[config.mk]
export PLATFORM = sky130hd
export DESIGN_NAME = reg_file_reader_amisha
export DESIGN_NICKNAME = d
export VERILOG_FILES = /design/src/rtl/reg_file_reader_amisha.sv
export SDC_FILE = /design/constraint.sdc
export NUM_CORES = 1
export LEC_CHECK = 0
export BUFFER_PORTS_ARGS = -buffer_cell sky130_fd_sc_hd__buf_2
export CAP_MARGIN = 20
export CORE_UTILIZATION = 30
export DETAILED_ROUTE_END_ITERATION = 10
export SLEW_MARGIN = 20
export SYNTH_ARGS = -nofsm -noshare
export SYNTH_HDL_FRONTEND = slang
export SYNTH_SLANG_ARGS = --single-unit
[constraint.sdc]
create_clock -name clk_amisha -period 2 [get_ports clk_amisha]
set_input_delay 0.4 -clock clk_amisha [delete_from_list [all_inputs] [get_ports clk_amisha]]
set_output_delay 0.4 -clock clk_amisha [all_outputs]
set_load 0.02 [all_outputs]
[src/rtl/reg_file_reader_amisha.sv]
// rtl/reg_file_reader_amisha.sv - streams a contiguous register-file window out on a valid/ready port (optional abort: REG_RD_ABORT_EN)
module reg_file_reader_amisha #(
  parameter int B_amisha = 8,
  parameter int W_amisha = 2
) (
  input  logic                clk_amisha,
  input  logic                rst_n_amisha,
  input  logic                start_amisha,
  input  logic [W_amisha-1:0] start_addr_amisha,
  input  logic [W_amisha:0]   count_amisha,
  output logic [W_amisha-1:0] r_addr_amisha,
  input  logic [B_amisha-1:0] r_data_amisha,
  output logic [B_amisha-1:0] out_data_amisha,
  output logic                out_valid_amisha,
  input  logic                out_ready_amisha,
`ifdef REG_RD_ABORT_EN
  input  logic                abort_amisha,
`endif
  output logic                busy_amisha,
  output logic                done_amisha
);

  typedef enum logic [1:0] {
    ST_IDLE  = 2'd0,
    ST_FETCH = 2'd1,
    ST_HOLD  = 2'd2,
    ST_DONE  = 2'd3
  } state_t;

  // Largest legal count: one pass over every register.
  localparam logic [W_amisha:0] DEPTH_amisha = {1'b1, {W_amisha{1'b0}}};

  state_t                state_q, state_d;
  logic [W_amisha-1:0]   addr_q, addr_d;
  logic [W_amisha:0]     rem_q, rem_d;
  logic [B_amisha-1:0]   data_q, data_d;
  logic                  valid_q, valid_d;
  logic                  busy_q, busy_d;
  logic                  done_q, done_d;
  logic                  abort_hit;

`ifdef REG_RD_ABORT_EN
  assign abort_hit = abort_amisha;
`else
  assign abort_hit = 1'b0;
`endif

  assign r_addr_amisha    = addr_q;
  assign out_data_amisha  = data_q;
  assign out_valid_amisha = valid_q;
  assign busy_amisha      = busy_q;
  assign done_amisha      = done_q;

  // State and datapath registers; reset aborts any transfer in flight.
  always_ff @(posedge clk_amisha or negedge rst_n_amisha) begin
    if (!rst_n_amisha) begin
      state_q <= ST_IDLE;
      addr_q  <= '0;
      rem_q   <= '0;
      data_q  <= '0;
      valid_q <= 1'b0;
      busy_q  <= 1'b0;
      done_q  <= 1'b0;
    end else begin
      state_q <= state_d;
      addr_q  <= addr_d;
      rem_q   <= rem_d;
      data_q  <= data_d;
      valid_q <= valid_d;
      busy_q  <= busy_d;
      done_q  <= done_d;
    end
  end

  // Next-state and next-output logic; flags are registered from the next state.
  always_comb begin
    state_d = state_q;
    addr_d  = addr_q;
    rem_d   = rem_q;
    data_d  = data_q;
    valid_d = valid_q;
    case (state_q)
      ST_IDLE: begin
        valid_d = 1'b0;
        if (start_amisha) begin
          if (count_amisha == '0) begin
            state_d = ST_DONE;
          end else begin
            addr_d  = start_addr_amisha;
            rem_d   = (count_amisha > DEPTH_amisha) ? DEPTH_amisha : count_amisha;
            state_d = ST_FETCH;
          end
        end
      end
      ST_FETCH: begin
        if (abort_hit) begin
          valid_d = 1'b0;
          rem_d   = '0;
          state_d = ST_DONE;
        end else begin
          data_d  = r_data_amisha;
          valid_d = 1'b1;
          addr_d  = addr_q + W_amisha'(1);
          rem_d   = rem_q - (W_amisha+1)'(1);
          state_d = ST_HOLD;
        end
      end
      ST_HOLD: begin
        if (abort_hit) begin
          valid_d = 1'b0;
          rem_d   = '0;
          state_d = ST_DONE;
        end else if (valid_q && out_ready_amisha) begin
          if (rem_q != '0) begin
            // Address already points at the next word, so refill on the same edge.
            data_d = r_data_amisha;
            addr_d = addr_q + W_amisha'(1);
            rem_d  = rem_q - (W_amisha+1)'(1);
          end else begin
            valid_d = 1'b0;
            state_d = ST_DONE;
          end
        end
      end
      ST_DONE: begin
        valid_d = 1'b0;
        state_d = ST_IDLE;
      end
      default: begin
        valid_d = 1'b0;
        state_d = ST_IDLE;
      end
    endcase
    busy_d = (state_d == ST_FETCH) || (state_d == ST_HOLD);
    done_d = (state_d == ST_DONE);
  end

endmodule
# After elaboration in Yosys (flattened, before gate mapping)

Cells that the tools add are included.

Register bits after elaboration: 18
Output and inout bits: 13
Logic and storage cells: 54

Reduce and logical (&&, ||, !) cells: 11
Magnitude comparators: 1
Muxes and demuxes: 22
Eq/ne operators: 11
Add/sub/neg operators: 2

Operator list:

| cell                  | number |
|---|---|
| $mux W2               | 8 |
| $mux W8               | 2 |
| $pmux W8 S2           | 1 |
| $mux W3               | 5 |
| $ne A2 B2 Y1 const B  | 5 |
| $pmux W3 S3           | 1 |
| $eq A2 B2 Y1 const B  | 4 |
| $pmux W2 S4           | 1 |
| $pmux W2 S3           | 1 |
| $reduce_bool A3 Y1    | 2 |
| $reduce_and A5 Y1     | 1 |
| $eq A2 B1 Y1 const B  | 2 |
| $gt A3 B3 Y1 const B  | 1 |
| $logic_not A3 Y1      | 1 |
| $pmux W1 S3           | 1 |
| $reduce_and A3 Y1     | 1 |
| $sub A3 B1 Y3 const B | 1 |
| $add A2 B1 Y2 const B | 1 |
| $logic_not A2 Y1      | 1 |
| $mux W1               | 2 |
| $reduce_and A2 Y1     | 1 |
| $reduce_bool A2 Y1    | 1 |
| $reduce_or A2 Y1      | 1 |
| $logic_and A1 B1 Y1   | 1 |
| $logic_or A1 B1 Y1    | 1 |

# Depth between registers and ports, before layout

Depth in word-level cells: 6
Gate-level depth with buffers: 7
Mapped depth without buffers: 7

# Worst setup path after synthesis

OpenSTA, ideal clock, no wires.

Path kind: register to register
Start point: reg state_q[0]
End point: reg data_q[0] (netlist: out_data_amisha[0])
Data arrival time: 1531 ps
Library setup time: 125 ps
Cell stages (with the launch flop): 7
Path slack: 344 ps
Clock period less this slack: 1656 ps
Data required time: 1875 ps
Cell sequence: dfrtp_1 -> inv_1 -> ha_1 -> inv_1 -> nor3_2 -> a21oi_2 -> mux2_2

Longest elaborated chain between the ends: 3
Elaborated cells on any way between the ends: 7
Those cells by class: 4 x eq/ne; 1 x mux; 2 x reduce/logical

RTL lines:

| item                                                                | RTL line | RTL |
|---|---|---|
| start, declared                                                     | 33       | `state_t state_q, state_d;` |
| start signal, assigned                                              | 65       | `state_q <= state_d;` |
| $eq A2 B2 Y1 / $eq A2 B1 Y1 (equally long branches)                 | 82       | `case (state_q)` |
| $ne A2 B2 Y1 (no line) / $reduce_bool A2 Y1 (equally long branches) | -        |  |
| $reduce_and A3 Y1 (no line)                                         | -        |  |
| end signal, assigned                                                | 68       | `data_q <= data_d;` |
| end, declared                                                       | 36       | `logic [B_amisha-1:0] data_q, data_d;` |

Several ways; a longest one is shown, not always the timed one.
A chain may end at the register's enable or synchronous reset.

# Worst setup path in the final report

Start point: reg state_q[0]
End point: reg data_q[1] (netlist: out_data_amisha[1])

The elaborated chain is that of the path after synthesis.

==> results.py <==
metrics = {
    "floorplanning": {
        "die_area_um2": 3420,
        "initial_utilization_pct": 31.4,
        "row_count": 20,
        "die_width_um": 58.5,
        "die_h_um": 58.5,
        "io_pins": 30,
        "coreArea_um2": 3050,
    },
    "global_route": {
        "antenna_found_initial": 0,
        "grt_start_max_net_pins": 19,
        "grt_overflow": 0,
        "grt_util_met3_pct": 3.30,
        "grt_use_met2_pct": 20.0,
        "gr-usage-met1_pct": 12.9,
        "grt_pass1_wl_mm": 2.90,
        "grt_pass1_vias": 694,
        "grt-busiest-layer": "met2",
        "grt_usage_pct": 11.2,
    },
    "clocking": {
        "tritoncts": "built",
        "cts.clk_slew.worst_paths_ps": 100,
        "cts.sinks": 18,
        "cts_hold_buf": 0,
        "ctsRootBufferMaster": "clkbuf_4",
        "cts_inserted_buffers": 3,
        "postCtsSetupRepairBufs": 0,
        "clockBufferDepth": 2,
        "clk_latency_ps": 290,
        "h-tree-depth": 1,
        "post_cts_resized": 0,
    },
    "final_layout": {
        "fin_cells": 157,
        "diodes": 0,
        "nets": 140,
        "areaGrowthSynthToFinish_pct": 23.1,
        "final_area_um2": 1180,
        "drive_gt1_share_pct": 44.2,
    },
    "critical_path": {
        "crit_path_max_fanout": 8,
        "startpoint_type": "register",
        "r2r_slack_ps": 160,
        "crit_required_ps": 2170,
        "critPathArrivalTime_ps": 2010,
        "critPathKind": "reg -> reg",
        "worstSetupEndpointType": "register",
    },
    "timing": {
        "finalCritPeriodShare_pct": 92.0,
        "max_slew_margin_pct": 70.6,
        "setup_tns_ps": 0,
        "rsz0062_at_grt": "false",
        "setup_viol": 0,
        "fin_ws_ps": 161,
        "tightest_slew_ps": 440,
        "fin_crit_ps": 1840,
        "hold_viol": 0,
        "fin_worst_skew_ps": 6.29,
        "slew_viol_final": 0,
        "max_freq_mhz": 544,
    },
    "placed_design": {
        "dpl.hpwl_mm": 1.46,
        "io_buffers": 29,
        "dp_worst_setup_slack_ps": 152,
        "gp_congestion": 0.811,
        "place_inst": 153,
        "place_area_um2": 1140,
    },
    "synth": {
        "synth.most_common_cell": "dfrtp_1",
        "synth_area_um2": 958,
        "ys_types": 22,
        "synthCells": 82,
        "ys_async_sr_fraction_pct": 100,
        "synth_seq_cells": 18,
        "ys.flop_type": "dfrtp_1",
        "synthTopCellsByCount": "18 x dfrtp_1, 10 x inv_1, 9 x ha_1, 8 x mux2_2, 7 x a21oi_1",
        "ys_seq_area_share_pct": 47.0,
        "yosysWarningCount": 0,
        "yosys.area.top_type": "dfrtp_1",
        "synth_nets": 108,
        "synth-edff-count": 0,
        "synthTopCellsByArea": "dfrtp_1 47%, ha_1 12%, mux2_2 9.4%, inv_1 3.9%, a21oi_1 3.7%",
        "syn_avg_cell_area_um2": 11.7,
        "synth_top_area_share_pct": 47.0,
    },
    "hold_path": {
        "hp-class": "in -> async",
    },
    "detailed_routing": {
        "drc": 0,
        "drt_iter0_drc": 19,
        "routedWlPerCell_um": 11.1,
        "vias": 699,
        "dr.pass1.iters": 2,
        "ant_nets": 0,
        "avgViaCountPerCell": 4.45,
        "routed_wl_mm": 1.75,
    },
    "pwr": {
        "p_leak_nw": 0.592,
        "peakVddDrop_v": 0.000688,
        "powerDensity_nw_per_um2": 1720,
    },
    "run_status": {
        "status": "complete, no violations",
    },
    "flow_run": {
        "cap_violations": 0,
    },
}
-- sequential cells by signal (all words and copies together), names as in the netlist --
signal	count
busy_amisha	1
done_amisha	1
out_data_amisha	8
out_valid_amisha	1
r_addr_amisha	2
rem_q	3
state_q	2
-- critical path: stages, from the launching register on --
cell	delay, ps
dfrtp_1	420
inv_1	110
ha_1	260
inv_1	140
nor3_2	70
a21oi_2	350
mux2_2	390
-- cell families after synthesis --
| logic type | after synthesis | share of synthesized area [%] |
|---|---|---|
| buffers and inverters | 12 | 5.48 |
| AND/OR/NAND/NOR | 11 | 8.09 |
| adder cells (fa/ha/maj) | 9 | 11.7 |
| flip-flops | 18 | 47.0 |
| AO/OA/AOI/OAI | 19 | 12.0 |
| multiplexers | 13 | 15.7 |
-- stage by stage --
stage / utilization (%) / total power, mW / hold slack [ps]
after CTS: 38.6 / 2.06 / 23.0
after global placement: 37.5 / 1.79 / 352
after detailed placement: 37.5 / 1.83 / 355
after floorplan: - / 1.56 / 104
final: 38.6 / 2.02 / 18.6
after global routing: 38.6 / 2.22 / 35.0
-- cells in the final DEF (no fill, tap or decap), drive strengths merged --
| master | instances |
|---|---|
| buf | 29 |
| nor2 | 2 |
| a21oi | 8 |
| o21ai | 7 |
| inv | 10 |
| nand2 | 3 |
| clkbuf | 4 |
| mux2i | 3 |
| dfrtp | 18 |
| ha | 9 |
| nand3 | 2 |
| a21o | 1 |
| and3b | 1 |
| a31o | 1 |
| nor2b | 1 |
| nor3 | 2 |
| a31oi | 2 |
| mux2 | 10 |
-- worst paths after layout --
check                                        start            endpoint  cells past startpoint
worst max-delay path                    state_q[0]  out_data_amisha[1]                      6
worst min-delay path                  rst_n_amisha    out_valid_amisha                      1
worst max register to register          state_q[0]  out_data_amisha[1]                      6
worst min register to register  out_data_amisha[3]  out_data_amisha[3]                      1
max in group asynchronous             rst_n_amisha          state_q[0]                      1
min in group clk_amisha           r_data_amisha[6]  out_data_amisha[6]                      2
-- layout make-up --
class / instances / area [µm²]
timing repair buffer: 29 / 145
multi-input combinational: 52 / 455
inverter: 10 / 37.5
fill: 327 / 1870
tap: 44 / 55.1
sequential: 18 / 450
clock buffer: 4 / 36.3
-- power by group --
part / internal, mW / switching [mW] / total [mW]
clock network: 0.111 / 0.105 / 0.216
logic: 0.506 / 0.630 / 1.14
registers: 0.554 / 0.118 / 0.672
-- per-layer routing --
layer | wire length [µm] | vias up
met2 | 921 | 18
met1 | 756 | 338
met4 | 0 | 0
li1 | - | 343
met3 | 70 | 0
met5 | 0 | -
Power figures use the tool's default switching activity.
